[src/rtl/noc_switch_allocator_if.sv]
// Crossbar-side handshake bundle for the NoC switch allocator.
// master drives requests and downstream credit; slave (the allocator) returns grants, RTS and selects.
interface noc_switch_allocator_if #(
    parameter int N_PORTS = 5
);
    logic [N_PORTS-1:0]         in_valid;
    logic [N_PORTS*N_PORTS-1:0] in_dest;
    logic [N_PORTS-1:0]         in_tail;
    logic [N_PORTS-1:0]         in_grant;
    logic [N_PORTS-1:0]         out_rts;
    logic [N_PORTS-1:0]         out_dcts;
    logic [N_PORTS*N_PORTS-1:0] xbar_sel;

    modport master (
        output in_valid, in_dest, in_tail, out_dcts,
        input  in_grant, out_rts, xbar_sel
    );

    modport slave (
        input  in_valid, in_dest, in_tail, out_dcts,
        output in_grant, out_rts, xbar_sel
    );
endinterface

[src/rtl/noc_switch_allocator.sv]
// Packet-level switch allocator: one round-robin arbiter and packet lock per crossbar output.
// Define SA_PERF_CNT_EN to add per-output flit_cnt/pkt_cnt counters.
module noc_switch_allocator #(
    parameter int N_PORTS = 5,
    parameter int IDXW    = $clog2(N_PORTS)
) (
    input  logic                  clk,
    input  logic                  rst,
    noc_switch_allocator_if.slave bus,
    output logic                  dest_err
`ifdef SA_PERF_CNT_EN
    ,
    output logic [N_PORTS*16-1:0] flit_cnt,
    output logic [N_PORTS*16-1:0] pkt_cnt
`endif
);

    typedef enum logic {
        IDLE = 1'b0,
        BUSY = 1'b1
    } state_e;

    state_e          state_q [N_PORTS];
    state_e          state_d [N_PORTS];
    logic [IDXW-1:0] owner_q [N_PORTS];
    logic [IDXW-1:0] owner_d [N_PORTS];
    logic [IDXW-1:0] ptr_q   [N_PORTS];
    logic [IDXW-1:0] ptr_d   [N_PORTS];

    logic [N_PORTS-1:0]         dest_ok;
    logic [N_PORTS-1:0]         locked;
    logic [N_PORTS-1:0]         cand [N_PORTS];
    logic [N_PORTS-1:0]         rts;
    logic [N_PORTS-1:0]         grant;
    logic [N_PORTS-1:0]         xfer;
    logic [N_PORTS-1:0]         rel;
    logic [N_PORTS*N_PORTS-1:0] sel;
    logic                       bad_dest;

    always_comb begin
        logic [N_PORTS-1:0] seg;
        seg     = '0;
        dest_ok = '0;
        for (int i = 0; i < N_PORTS; i++) begin
            seg        = bus.in_dest[i*N_PORTS +: N_PORTS];
            dest_ok[i] = (seg != '0) && ((seg & (seg - N_PORTS'(1))) == '0);
        end
    end

    assign bad_dest = |(bus.in_valid & ~dest_ok);

    // Outputs of BUSY ports come only from registered owner state plus live valid/dcts/tail.
    always_comb begin
        rts    = '0;
        grant  = '0;
        sel    = '0;
        locked = '0;
        xfer   = '0;
        rel    = '0;
        for (int o = 0; o < N_PORTS; o++) begin
            if (state_q[o] == BUSY) begin
                locked[owner_q[o]]         = 1'b1;
                rts[o]                     = bus.in_valid[owner_q[o]];
                sel[o*N_PORTS +: N_PORTS]  = N_PORTS'(1) << owner_q[o];
                xfer[o]                    = rts[o] & bus.out_dcts[o];
                rel[o]                     = xfer[o] & bus.in_tail[owner_q[o]];
                if (xfer[o]) begin
                    grant[owner_q[o]] = 1'b1;
                end
            end
        end
    end

    // An input already holding an output is invisible to every other arbiter.
    always_comb begin
        for (int o = 0; o < N_PORTS; o++) begin
            cand[o] = '0;
            for (int i = 0; i < N_PORTS; i++) begin
                cand[o][i] = bus.in_valid[i] & dest_ok[i] & ~locked[i]
                           & bus.in_dest[i*N_PORTS + o];
            end
        end
    end

    always_comb begin
        logic            found;
        logic [IDXW-1:0] idx;
        found = 1'b0;
        idx   = '0;
        for (int o = 0; o < N_PORTS; o++) begin
            state_d[o] = state_q[o];
            owner_d[o] = owner_q[o];
            ptr_d[o]   = ptr_q[o];
        end
        for (int o = 0; o < N_PORTS; o++) begin
            found = 1'b0;
            if (state_q[o] == IDLE) begin
                for (int k = 0; k < N_PORTS; k++) begin
                    idx = IDXW'((int'(ptr_q[o]) + k) % N_PORTS);
                    if (!found && cand[o][idx]) begin
                        found      = 1'b1;
                        state_d[o] = BUSY;
                        owner_d[o] = idx;
                        ptr_d[o]   = IDXW'((int'(idx) + 1) % N_PORTS);
                    end
                end
            end else if (rel[o]) begin
                state_d[o] = IDLE;
            end
        end
    end

    always_ff @(posedge clk or negedge rst) begin
        if (!rst) begin
            for (int o = 0; o < N_PORTS; o++) begin
                state_q[o] <= IDLE;
                owner_q[o] <= '0;
                ptr_q[o]   <= '0;
            end
            dest_err <= 1'b0;
        end else begin
            for (int o = 0; o < N_PORTS; o++) begin
                state_q[o] <= state_d[o];
                owner_q[o] <= owner_d[o];
                ptr_q[o]   <= ptr_d[o];
            end
            if (bad_dest) begin
                dest_err <= 1'b1;
            end
        end
    end

    assign bus.in_grant = grant;
    assign bus.out_rts  = rts;
    assign bus.xbar_sel = sel;

`ifdef SA_PERF_CNT_EN
    // 16-bit counters wrap naturally at 0xFFFF.
    always_ff @(posedge clk or negedge rst) begin
        if (!rst) begin
            flit_cnt <= '0;
            pkt_cnt  <= '0;
        end else begin
            for (int o = 0; o < N_PORTS; o++) begin
                if (xfer[o]) begin
                    flit_cnt[o*16 +: 16] <= flit_cnt[o*16 +: 16] + 16'd1;
                end
                if (rel[o]) begin
                    pkt_cnt[o*16 +: 16] <= pkt_cnt[o*16 +: 16] + 16'd1;
                end
            end
        end
    end
`else
    // This build carries no performance counters.
`endif

endmodule

[src/flat_wrapper.sv]
// flat-port wrapper written by rule: the top's interface ports become plain ports
module noc_switch_allocator_flat 
#(
    parameter int N_PORTS = 5,
    parameter int IDXW    = $clog2(N_PORTS)
)
  (clk, rst, dest_err, bus_in_valid, bus_in_dest, bus_in_tail, bus_out_dcts, bus_in_grant, bus_out_rts, bus_xbar_sel);
  noc_switch_allocator_if #(.N_PORTS(N_PORTS)) bus_i ();
  input  logic clk;
  input  logic rst;
  output logic dest_err;
  input wire logic [$bits(bus_i.in_valid)-1:0] bus_in_valid;
  input wire logic [$bits(bus_i.in_dest)-1:0] bus_in_dest;
  input wire logic [$bits(bus_i.in_tail)-1:0] bus_in_tail;
  input wire logic [$bits(bus_i.out_dcts)-1:0] bus_out_dcts;
  output wire logic [$bits(bus_i.in_grant)-1:0] bus_in_grant;
  output wire logic [$bits(bus_i.out_rts)-1:0] bus_out_rts;
  output wire logic [$bits(bus_i.xbar_sel)-1:0] bus_xbar_sel;
  assign bus_i.in_valid = bus_in_valid;
  assign bus_i.in_dest = bus_in_dest;
  assign bus_i.in_tail = bus_in_tail;
  assign bus_i.out_dcts = bus_out_dcts;
  assign bus_in_grant = bus_i.in_grant;
  assign bus_out_rts = bus_i.out_rts;
  assign bus_xbar_sel = bus_i.xbar_sel;
  noc_switch_allocator #(.N_PORTS(N_PORTS), .IDXW(IDXW)) u_core (.clk(clk), .rst(rst), .bus(bus_i), .dest_err(dest_err));
endmodule
[config.mk]
export PLATFORM = sky130hd
export DESIGN_NAME = noc_switch_allocator_flat
export DESIGN_NICKNAME = d
export VERILOG_FILES = /design/src/rtl/noc_switch_allocator_if.sv /design/src/rtl/noc_switch_allocator.sv /design/src/flat_wrapper.sv
export SDC_FILE = /design/constraint.sdc
export NUM_CORES = 1
export LEC_CHECK = 0
export BUFFER_PORTS_ARGS = -buffer_cell sky130_fd_sc_hd__buf_2
export CAP_MARGIN = 20
export CORE_MARGIN = 2
export CORE_UTILIZATION = 45
export DETAILED_ROUTE_END_ITERATION = 12
export GPL_TIMING_DRIVEN = 0
export PLACE_DENSITY = 0.63
export SYNTH_ARGS = -nofsm -noshare
export SYNTH_HDL_FRONTEND = slang
export SYNTH_SLANG_ARGS = --single-unit
[constraint.sdc]
create_clock -name clk -period 9.4 [get_ports clk]
set_input_delay 0.94 -clock clk [delete_from_list [all_inputs] [get_ports clk]]
set_output_delay 0.94 -clock clk [all_outputs]
set_load 0.02 [all_outputs]
==> results.toml <==
[outcome]
outcome = "completed"

[setup_path]
cp_num_buf_inv = 6
cp_slowest_cell = "dfrtp_2"
cp_common_cell = "ha_1"
r2r_slack_ps = 710
critical_path_class = "flip-flop to flip-flop"
reg2reg_to = "u_core.ptr_q[13]"
cpLargestDelayFamily = "compound AO/OA/AOI/OAI gates"
r2r.worst_path.cells = 35
start_kind = "flip-flop"
crit_fanout = 13
crit_required_ps = 9590
crit_path_max_incr_delay_ps = 490
cp.depth = 35
arrival_ps = 8880
critPathCaptureType = "flip-flop"
reg2reg_from = "u_core.ptr_q[12]"

[clocking]
cts_tree = "yes"
clock-root-buffer = "clkbuf_16"
htree_levels = 2
clockBufferDepth = 2
postCtsSetupBuffers = 0
cts.sinks = 36
clkTransAtPathRegs_ps = 60
clk_latency_ps = 300
numCtsBuffers = 5

[sta]
hold_viol = 0
fmax_mhz = 115.1
final_max_slew_viol_count = 0
finalSetupViolations = 0
fin_crit_ps = 8689
fin_skew_ps = 7.091
setup_ws_ps = 711.3
tightest_slew_ps = 1041
maxSlewHeadroom_pct = 30.08
fin_crit_sh_pct = 92.43
hold_ws_ps = 582.9
finalSetupTns_ps = 0

[route]
ant_nets = 0
wl_um = 36680
num_vias = 12380
wire_per_inst_um = 19.18
drc_errors = 0
drt_first_pass_iters = 6
viasPerCell = 6.470
drt_first_iter_violations = 1193

[min_path]
hp-class = "flip-flop to flip-flop"
hold-path-cell-count = 2
min_from = "u_core.dest_err"
hold_end = "u_core.dest_err"

[yosys]
synth_edf_count = 0
synthesis.nets = 1661
ys_seq_elements = 36
synth.area.top_cells = "ha_1, dfrtp_1, xnor2_1"
yosysTopAreaCell = "ha_1"
synth_simple_gate_area_share_pct = 29.18
synth_cell_types = 120
yosysSeqAreaShare_pct = 7.925
synth_area_per_cell_um2 = 7.583
synth_fa_ha_area_share_pct = 13.49
synth_area_mm2 = 0.01137
synthMuxAreaShare_pct = 7.947
async_reset_ff_share_pct = 100.0
synth_top_family_by_area = "compound AO/OA/AOI/OAI gates"
synth-xor-area-share_pct = 4.557
synthCells = 1499
synth_warnings = 0
synthFlopType = "dfrtp_1"
synth_compound_area_share_pct = 30.83
synth_top_area_share_pct = 12.88

[floorplanning]
fp.dieH_um = 162.9
start_util_pct = 45.53
rows = 58
design.core.area_mm2 = 0.02496
die_area_mm2 = 0.02655
io_pins = 78
die_x_um = 162.9

[placement]
hpwl_um = 29400
io_buffers = 74
placed_cells = 1904
gp_congestion = 0.9495
post-place-ws_ps = 123.3

[global_routing]
grt_overflow = 0
grt_max_degree = 37
antenna_found_initial = 1
grt_pass1_vias = 11110
grt_pass1_wl_um = 57640
grt_usage_pct = 26.78

[layout]
drive_gt1_share_pct = 14.66
final_common_cell = "ha_1"
nets = 1743
areaGrowthSynthToFinish_pct = 8.574
stdcell_count = 1913
nFillCells = 2494
final_cell_mix = "ha_1, nand2_1, inv_1"

[flow_run]
maxCapViolations = 0
routing by layer:
layer	GRT usage (%)	share of wire, %
met1	37.19	45
met2	42.82	45
met3	3.972	7.5
met4	8.126	2.8
met5	0	0
cell type report:
class,instances,area (um^2),share of cell area (%)
diodes,1,2.502,0.02028
plain buffers,61,291.5,2.362
clock buffers,6,128.9,1.044
clock inverters,2,35.03,0.2839
inverters,105,399.1,3.234
multi-input cells,1297,9792,79.34
flip-flops and latches,36,902.1,7.309
well taps,330,412.9,3.346
repair buffers,75,377.9,3.062
worst max-delay path by stage:
| stage | from | slack (ps) | end |
|---|---|---|---|
| 2_1_floorplan | u_core.ptr_q[12] | 1370 | u_core.ptr_q[13] |
| 6_report | u_core.ptr_q[12] | 710 | u_core.ptr_q[13] |
| 5_1_grt | u_core.ptr_q[12] | -4 | u_core.ptr_q[13] |
| 4_1_cts | u_core.ptr_q[12] | 70 | u_core.ptr_q[13] |
| 3_5_place_dp | u_core.ptr_q[12] | 120 | u_core.ptr_q[13] |
| 3_3_place_gp | u_core.ptr_q[12] | 270 | u_core.ptr_q[13] |
state kept, by name, indices dropped and copies added (netlist names):
register,cells
u_core.owner_q,15
u_core.ptr_q,15
u_core.state_q,5
u_core.dest_err,1
kinds of logic after synthesis:
group	after synthesis
buffers and inverters	166
multiplexers	75
AO/OA/AOI/OAI	481
XOR/XNOR	57
AND/OR/NAND/NOR	563
adder cells (fa/ha/maj)	121
flip-flops	36
synthesized netlist by cell type, drive strengths merged (10+ instances only):
cell type	instances
a211oi	29
a211o	12
dfrtp	36
a31o	10
ha	117
inv	102
xnor2	46
nor3	55
nand3	49
a31oi	27
or4b	10
nor2	88
a21o	19
clkbuf	27
o31ai	17
nor4b	12
and3	10
nand2	104
xor2	11
nand2b	32
buf	34
o21ai	81
or2	11
and4bb	11
nand4	19
or3	16
nor2b	43
mux2	26
o21a	18
o22ai	20
o211ai	36
a21oi	74
mux2i	40
a22oi	16
and2	20
nor3b	11
nor4	14
nand4b	16
metrics by stage:
step                utilization, %  instance area (um^2)
floorplan                        -                 11370
global placement             48.67                 12150
detailed placement           48.70                 12160
CTS                          49.36                 12320
global route                 49.43                 12340
finish                       49.44                 12340
worst min-delay path, stage by stage, from the launching register on:
cell	delay, ps
dfrtp_1	400
a31oi_1	60
nand4b_1	90
repair_timing:
item / in CTS / in global routing
resized for setup: 0 / 4
setup endpoints to repair: 0 / 1
hold buffers: 0 / 0
Power is not shown: default switching activity piles up to over one toggle a cycle in this logic, so the estimate is an artifact.
